**src/rtl/seg_pkg.sv**
```systemverilog
// Shared constants, shadow-register layout and the BCD to active-low
// segment table for the multiplexed 7-segment scan driver.
package seg_pkg;

   localparam logic [6:0] SEG_BLANK = 7'h7F;
   localparam logic [5:0] AN_OFF    = 6'h3F;
   localparam int         IDX_W     = 3;
   localparam logic [IDX_W-1:0] LAST_IDX = IDX_W'(5);

   // One frame's worth of latched inputs; digs[4*i +: 4] is digit i.
   typedef struct packed {
      logic [23:0] digs;
      logic [5:0]  dp;
      logic [5:0]  blink;
      logic        lz;
   } shadow_t;

   localparam shadow_t SHADOW_RST = '{digs: {6{4'hF}}, dp: 6'h00, blink: 6'h00, lz: 1'b0};

   // Segment order {g,f,e,d,c,b,a}, active-low; non-BCD codes stay dark.
   function automatic logic [6:0] bcd_seg(input logic [3:0] bcd);
      case (bcd)
         4'd0:    return 7'h40;
         4'd1:    return 7'h79;
         4'd2:    return 7'h24;
         4'd3:    return 7'h30;
         4'd4:    return 7'h19;
         4'd5:    return 7'h12;
         4'd6:    return 7'h02;
         4'd7:    return 7'h78;
         4'd8:    return 7'h00;
         4'd9:    return 7'h18;
         default: return SEG_BLANK;
      endcase
   endfunction

endpackage

```
**src/rtl/bcd_to_seg.sv**
```systemverilog
// Combinational BCD to active-low 7-segment decoder; codes above 9 are blank.
module bcd_to_seg
   import seg_pkg::*;
(
   input  logic [3:0] bcd,
   output logic [6:0] seg_n
);

   assign seg_n = bcd_seg(bcd);

endmodule

```
**src/rtl/seg_scan_driver.sv**
```systemverilog
// Six-digit time-multiplexed common-anode display driver with frame-stable
// shadow digits, leading-zero blanking, per-digit blink and an anti-ghost guard.
module seg_scan_driver
   import seg_pkg::*;
#(
   parameter int DIV          = 250,
   parameter int GUARD        = 2,
   parameter int BLINK_FRAMES = 64
) (
   input  logic       clk50,
   input  logic       key,
   input  logic [3:0] dig5,
   input  logic [3:0] dig4,
   input  logic [3:0] dig3,
   input  logic [3:0] dig2,
   input  logic [3:0] dig1,
   input  logic [3:0] dig0,
   input  logic [5:0] dp_mask,
   input  logic [5:0] blink_mask,
   input  logic       lz_en,
   output logic [5:0] an_n,
   output logic [6:0] seg_n,
   output logic       dp_n,
   output logic       frame_tick
);

   localparam int PRE_W = $clog2(DIV);
   localparam int FC_W  = (BLINK_FRAMES > 1) ? $clog2(BLINK_FRAMES) : 1;

   logic [PRE_W-1:0] pre_q, pre_d;
   logic [IDX_W-1:0] idx_q, idx_d;
   logic [FC_W-1:0]  frame_cnt_q, frame_cnt_d;
   logic             blink_ph_q, blink_ph_d;
   logic             valid_q, valid_d;
   shadow_t          shadow_q, shadow_d;
   logic [5:0]       an_q, an_d;
   logic [6:0]       seg_q, seg_d;
   logic             dp_q, dp_d;
   logic             tick_q, tick_d;

   logic             slot_end;
   logic             wrap;
   logic [3:0]       cur_digit;
   logic [6:0]       seg_raw;
   logic             blank;

   always_comb begin
      slot_end    = (pre_q == PRE_W'(DIV - 1));
      wrap        = slot_end && (idx_q == LAST_IDX);
      pre_d       = slot_end ? '0 : pre_q + 1'b1;
      idx_d       = idx_q;
      shadow_d    = shadow_q;
      frame_cnt_d = frame_cnt_q;
      blink_ph_d  = blink_ph_q;
      valid_d     = valid_q;
      tick_d      = wrap;
      if (slot_end) begin
         idx_d = wrap ? '0 : idx_q + 1'b1;
      end
      // The whole input set is captured once per frame so a digit never tears.
      if (wrap) begin
         shadow_d.digs  = {dig5, dig4, dig3, dig2, dig1, dig0};
         shadow_d.dp    = dp_mask;
         shadow_d.blink = blink_mask;
         shadow_d.lz    = lz_en;
         valid_d        = 1'b1;
         if (frame_cnt_q == FC_W'(BLINK_FRAMES - 1)) begin
            frame_cnt_d = '0;
            blink_ph_d  = ~blink_ph_q;
         end else begin
            frame_cnt_d = frame_cnt_q + 1'b1;
         end
      end
   end

   assign cur_digit = shadow_q.digs[{idx_q, 2'b00} +: 4];

   bcd_to_seg u_bcd_to_seg (
      .bcd   (cur_digit),
      .seg_n (seg_raw)
   );

   always_comb begin
      blank = (shadow_q.blink[idx_q] && blink_ph_q)
           || ((idx_q == LAST_IDX) && shadow_q.lz && (cur_digit == 4'd0))
           || (cur_digit > 4'd9);
      an_d  = AN_OFF;
      seg_d = SEG_BLANK;
      dp_d  = 1'b1;
      // Before the first shadow load there is nothing valid to show.
      if (valid_q && (pre_q >= PRE_W'(GUARD))) begin
         an_d = ~(6'b000001 << idx_q);
         if (!blank) begin
            seg_d = seg_raw;
            dp_d  = ~shadow_q.dp[idx_q];
         end
      end
   end

   always_ff @(posedge clk50 or negedge key) begin
      if (!key) begin
         pre_q       <= '0;
         idx_q       <= LAST_IDX;
         frame_cnt_q <= '0;
         blink_ph_q  <= 1'b0;
         valid_q     <= 1'b0;
         shadow_q    <= SHADOW_RST;
         an_q        <= AN_OFF;
         seg_q       <= SEG_BLANK;
         dp_q        <= 1'b1;
         tick_q      <= 1'b0;
      end else begin
         pre_q       <= pre_d;
         idx_q       <= idx_d;
         frame_cnt_q <= frame_cnt_d;
         blink_ph_q  <= blink_ph_d;
         valid_q     <= valid_d;
         shadow_q    <= shadow_d;
         an_q        <= an_d;
         seg_q       <= seg_d;
         dp_q        <= dp_d;
         tick_q      <= tick_d;
      end
   end

   assign an_n       = an_q;
   assign seg_n      = seg_q;
   assign dp_n       = dp_q;
   assign frame_tick = tick_q;

endmodule

```
**config.mk**
```make
export PLATFORM = sky130hd
export DESIGN_NAME = seg_scan_driver
export DESIGN_NICKNAME = d
export VERILOG_FILES = /design/src/rtl/seg_pkg.sv /design/src/rtl/bcd_to_seg.sv /design/src/rtl/seg_scan_driver.sv
export SDC_FILE = /design/constraint.sdc
export NUM_CORES = 1
export LEC_CHECK = 0
export CAP_MARGIN = 10
export CORE_UTILIZATION = 40
export DETAILED_ROUTE_END_ITERATION = 8
export SYNTH_ARGS = -nofsm -noshare
export SYNTH_HDL_FRONTEND = slang
export SYNTH_SLANG_ARGS = --single-unit
```
**constraint.sdc**
```tcl
create_clock -name clk50 -period 6.8 [get_ports clk50]
set_clock_uncertainty 0.05 [all_clocks]
set_input_delay 1.36 -clock clk50 [delete_from_list [all_inputs] [get_ports clk50]]
set_output_delay 1.36 -clock clk50 [all_outputs]
set_load 0.05 [all_outputs]
```
# After elaboration in Yosys (flattened, before gate mapping)
# Memories as Yosys holds them, arrays and structs flattened.
# Index checks and enable logic that the tools add are counted.
dict set report word_totals {
  regBits 71
  mem_bits_ro 112
  in_bits 39
  output_inout_bits 15
  elab_cells 49
  mem_count 1
}
# memory words width rd rd_ports_with_merged_regs wr line
set memory_table {}
lappend memory_table {{(name not given)} 16 7 1 0 0 seg_pkg.sv:22} ;# case (bcd)
dict set report op_classes {
  n_addsub 3
  n_lt_le_gt_ge 3
  n_eq_ne 3
  shifts 2
  n_mux 12
  bitwise 3
  n_reduce_logical 9
}
# op count
set ops {}
lappend ops {{$shiftx 24x6->4} 1}
lappend ops {{$mux 7} 2}
lappend ops {{$mux 6} 2}
lappend ops {{$add 8x1->8 const B} 1}
lappend ops {{$eq 8x8->1 const B} 1}
lappend ops {{$ge 8x2->1 const B} 1}
lappend ops {{$mux 8} 1}
lappend ops {{$add 6x1->6 const B} 1}
lappend ops {{$bmux 1 s3} 2}
lappend ops {{$eq 6x6->1 const B} 1}
lappend ops {{$not 6->6} 1}
lappend ops {{$shl 1x3->6 const A} 1}
lappend ops {{$logic_and 1x1->1} 5}
lappend ops {{$gt 4x4->1 const B} 1}
lappend ops {{$logic_not 4->1} 1}
lappend ops {{$lt 3x4->1 const B} 1}
lappend ops {{$mux 1} 4}
lappend ops {{$add 3x1->3 const B} 1}
lappend ops {{$eq 3x3->1 const B} 1}
lappend ops {{$mux 3} 1}
lappend ops {{$logic_or 1x1->1} 2}
lappend ops {{$not 1->1} 2}
lappend ops {{$reduce_and 2->1} 1}

# Longest topological paths before layout
dict set report logic_depth {
  ltp_word 7
  depth_mapped 11
  depth_no_buf 9
}

# Hierarchy
# From an unflattened synthesis, not the netlist that was laid out.
dict set report hier_totals {
  hier_cells 363
  hier_area_um2 3483.3
}
# mod n_inst cells_per_inst area_per_inst_um2 seq_area_each_um2
set by_module_without_submodules {}
lappend by_module_without_submodules {seg_scan_driver 1 332 3270.6 1826.8}
lappend by_module_without_submodules {bcd_to_seg 1 31 212.7 0.0}

# Worst setup path after synthesis
# OpenSTA, ideal clock, no wires.
dict set report synth_path {
  path_kind {reg-to-reg}
  from {register idx_q[0]}
  to {register seg_q[0], in the netlist seg_n[0]}
  setup_ns 0.081
  t_arrival_ns 2.239
  required_ns 6.669
  path_slack_ns 4.429
  path_stages_with_launch 12
  path_buffers 2
  synth_period_minus_slack_ns 2.371
  cell_sequence {dfstp_2 buf_6 buf_6 mux2i_1 o22ai_1 o21bai_1 inv_1 ha_1 nand4_1 o311ai_1 a31oi_4 o211ai_1}
}
dict set report synth_via {
  elab_chain_cells 7
  word_cells_on_any_way 14
  cone_classes {order compare: 1; eq/ne: 1; shift: 1; mux: 4; reduce/logical: 6; memory: 1}
}
# item line
set synth_rtl {}
lappend synth_rtl {{start, declared} seg_scan_driver.sv:31} ;# logic [IDX_W-1:0] idx_q, idx_d;
lappend synth_rtl {{start signal, assigned} seg_scan_driver.sv:114} ;# idx_q <= idx_d;
lappend synth_rtl {{branches (longest 5 deep; another with $mem_v2 16x7)} --}
lappend synth_rtl {{$mux 7 (*)} seg_scan_driver.sv:93} ;# if (!blank) begin
lappend synth_rtl {{$mux 7 (*)} seg_scan_driver.sv:91} ;# if (valid_q && (pre_q >= PRE_W'(GUARD))) begin
lappend synth_rtl {{named net seg_d[0]} seg_scan_driver.sv:37} ;# logic [6:0] seg_q, seg_d;
lappend synth_rtl {{end signal, assigned} seg_scan_driver.sv:120} ;# seg_q <= seg_d;
lappend synth_rtl {{end, declared} seg_scan_driver.sv:37}
# Mark *: on every way through the listed nets, which the timed path passes. The select of a mux whose other input is x is not followed.
# A chain may end at the register's enable or synchronous reset.

# Worst setup path after layout
dict set report layout_path {
  from {register an_q[1], in the netlist an_n[1]}
  to {output an_n[1]}
}
# item line
set layout_lines {}
lappend layout_lines {{start, declared} seg_scan_driver.sv:36} ;# logic [5:0] an_q, an_d;
lappend layout_lines {{start signal, assigned} seg_scan_driver.sv:119} ;# an_q <= an_d;
lappend layout_lines {{end, declared} seg_scan_driver.sv:21} ;# output logic [5:0] an_n,
# No word-level cell between the ends.

==> results_tabular.tex <==
\begin{tabular}{lr}
\hline
Metric & Value \\
\hline
\multicolumn{2}{l}{\textbf{Yosys}} \\
Sequential share of the synthesized area & 52.4\% \\
Post-synth EDFFs & 0 \\
Mapped Avg Cell Area & 13.1 um\^{}2 \\
Top FF cell, synth & dfstp\_2 \\
Mapped Nets & 319 \\
Share of flip-flops with an asynchronous set or reset & 100\% \\
Count of yosys warnings during synthesis & 0 \\
Unique cell type count in the Yosys netlist & 47 \\
Number of synthesized register bits & 71 \\
Post-synthesis instance total & 266 \\
Combined area of all synthesized cells & 3480 um\^{}2 \\
\multicolumn{2}{l}{\textbf{Timing}} \\
Final Cycle Share & 45.0\% \\
Final setup TNS & 0 ns \\
Setup-failing EPs final & 0 \\
Number of max-slew violations in the final report & 0 \\
Setup repair after global routing missed its margin & no \\
Actual transition at the worst max-transition pin & 0.889 ns \\
Final hold violation count & 0 \\
Time the worst path needs with I/O delays and setup & 3.06 ns \\
Achievable frequency & 0.327 GHz \\
Remaining max-slew budget at the tightest pin & 40.8\% \\
\multicolumn{2}{l}{\textbf{Placed design}} \\
Placed inst area & 4060 um\^{}2 \\
Weighted congestion at the end of routability-driven global placement & 0.845 \\
Count of port buffers added during placement & 53 \\
HPWL after DPL & 4370 um \\
\multicolumn{2}{l}{\textbf{Floorplan}} \\
FP Rows & 33 \\
Width of the chip & 95.3 um \\
Starting density of the core & 41.8\% \\
Ports & 54 \\
Std-Cell Core Area & 8340 um\^{}2 \\
Die height & 95.3 um \\
Die Area & 9090 um\^{}2 \\
\multicolumn{2}{l}{\textbf{Flow run}} \\
Max-capacitance violation count & 0 \\
\multicolumn{2}{l}{\textbf{Finish}} \\
Area delta synth->final & 22.8\% \\
Fin area & 4280 um\^{}2 \\
Final antenna diode count & 0 \\
Nets & 375 \\
Proportion of layout cells with a drive suffix above 1 & 34.9\% \\
\multicolumn{2}{l}{\textbf{Clock network}} \\
Latest clock arrival within the worst-skew pair & 0.34 ns \\
Post-cts hold buffer count & 0 \\
Clock slew seen by the registers of the worst setup and hold paths & 0.08 ns \\
Cts bufs inserted & 9 \\
Number of H-tree levels & 3 \\
Post-CTS setup buffer count & 0 \\
Root cell of the clock tree & clkbuf\_8 \\
Number of buffers on the longest clock path & 2 \\
\# resized after CTS & 0 \\
CTS tree & done \\
Num Clock Sinks & 71 \\
\multicolumn{2}{l}{\textbf{Setup path}} \\
Worst EP arrival & 1.65 ns \\
Cells traversed along the worst timing path & clkdlybuf4s50\_1 \\
Setup CP Type & reg -> out \\
Total buffers and inverters traversed by the critical path & 1 \\
Largest stage delay on the critical path & 0.79 ns \\
Kind of start point of the critical path & flip-flop \\
Cell with the largest stage delay on the worst path & clkdlybuf4s50\_1 \\
Crit path required time & 5.39 ns \\
Endpoint class of the critical path & output pin \\
Critical path fanouts, max & 1 \\
Kind of cell adding the most delay to the critical path & buffers and inverters \\
\multicolumn{2}{l}{\textbf{Detailed routing}} \\
Number of search-and-repair iterations in the first detailed-routing pass & 4 \\
Via Count & 2133 \\
Via density per instance & 4.94 \\
Number of design rule violations left after detail routing & 0 \\
Avg WL per Cell & 14.3 um \\
Drt total wl & 6180 um \\
Number of design-rule violations left by the first detailed-router iteration & 47 \\
Antenna Violating Nets Remaining & 0 \\
\multicolumn{2}{l}{\textbf{GRT}} \\
First-pass GRT wire length & 10500 um \\
Number of global-route vias before repair & 2204 \\
Maximum number of pins on one net before global-route repair & 72 \\
Aggregate global routing overflow & 0 \\
Total track usage & 15.5\% \\
Number of antenna violations at the first check in global routing & 0 \\
\multicolumn{2}{l}{\textbf{Power}} \\
Areal power density over the cells & 193 nW/um\^{}2 \\
Peak VDD IR & 0.0000913 V \\
Leakage power total & 0.00177 uW \\
\multicolumn{2}{l}{\textbf{Hold path}} \\
Worst hold-check path type & reg -> reg \\
\multicolumn{2}{l}{\textbf{Run status}} \\
Status & finished clean \\
\hline
\end{tabular}
## registers in the layout, indices dropped and copies added (netlist names)
name	count
idx_q	3
dp_n	1
blink_ph_q	1
shadow_q	37
an_n	6
frame_cnt_q	6
valid_q	1
pre_q	8
frame_tick	1
seg_n	7
## stage by stage
step,util [%],hold WS (ns),setup slack [ns],cells,power (uW)
3_5_place_dp,48.7,0.403,3.99,416,461
6_report,51.3,0.412,3.74,432,827
5_1_grt,51.3,0.434,3.69,432,861
4_1_cts,51.3,0.421,3.71,432,840
2_1_floorplan,-,0.383,4.43,266,431
3_3_place_gp,48.7,0.400,4.05,416,461
## cells in the final DEF, fill, tap and decap left out, types with 9 or more instances in the layout
cell type | Yosys | routed
mux2i_1 | 15 | 15
nand3_1 | 9 | 9
dfstp_2 | 40 | 40
mux2_2 | 38 | 38
ha_1 | 14 | 14
clkbuf_8 | 0 | 10
clkdlybuf4s50_1 | 0 | 52
nor2_1 | 19 | 19
nand2_1 | 15 | 15
dfrtp_1 | 31 | 31
## routing by layer
metal  track usage (%)  vias to the layer above  wire length [um]
li1                  -                     1051                 -
met1              21.0                     1033              3070
met2              23.5                       37              2780
met3              2.87                       12               183
met4              8.46                        0               148
met5                 0                        -                 0
## path summary, 6_finish.rpt
check	startpoint	to	slack, ns	cells after the start
max	an_n[1]	an_n[1]	3.74	1
min	valid_q	valid_q	0.41	1
max reg2reg	idx_q[0]	blink_ph_q	4.02	7
min reg2reg	valid_q	valid_q	0.41	1
max in group asynchronous	key	shadow_q[5]	4.95	2
min in group asynchronous	key	frame_cnt_q[0]	1.14	2
## report_power, final
group	leakage, uW	switching (uW)	internal, uW
Clock	0.000116	158	215
Sequential	0.000834	0	423
Combinational	0.000818	10.8	19.1
Total	0.00177	169	658
## Yosys cell counts (all sizes together), types with 2 or more instances
library cell  number  share of area (%)
inv                8               0.86
nand2             15                1.6
o211ai             4               0.86
dfrtp             31                 22
mux4               2                1.3
xor2               6                1.7
nand3              9                1.3
or2b               2               0.54
ha                14                5.0
a21oi              2               0.29
nor2              20                2.4
o31ai              4                1.3
nand2b             2               0.36
o21ai              8                1.1
o22ai              2               0.54
or2                4               0.72
mux2              39                 13
nand4              4                1.1
dfstp             40                 30
nor3               7                1.7
buf                9                2.7
o311ai             2               0.72
mux2i             15                4.3
nor4               2               0.36
xnor2              4                1.0
## cells by family after synthesis
group                      count (synthesis)  synth area share [%]
and+or+nand+nor                           71                  11.7
buffers and inverters                     18                  3.66
muxes                                     56                  18.3
adders and majority gates                 14                  5.03
AOI/OAI and AO/OA                         26                  6.14
xor gates and xnor gates                  10                  2.73
DFF                                       71                  52.4
## final cells by class
type / count / area [um^2]
Clock buffer: 10 / 138
Clock inverter: 6 / 83.8
Fill cell: 771 / 4060
Inverter: 8 / 30.0
Multi-Input combinational cell: 177 / 1530
Sequential cell: 71 / 1830
Tap cell: 105 / 131
Timing Repair Buffer: 55 / 541
Power figures use the tool's default switching activity.
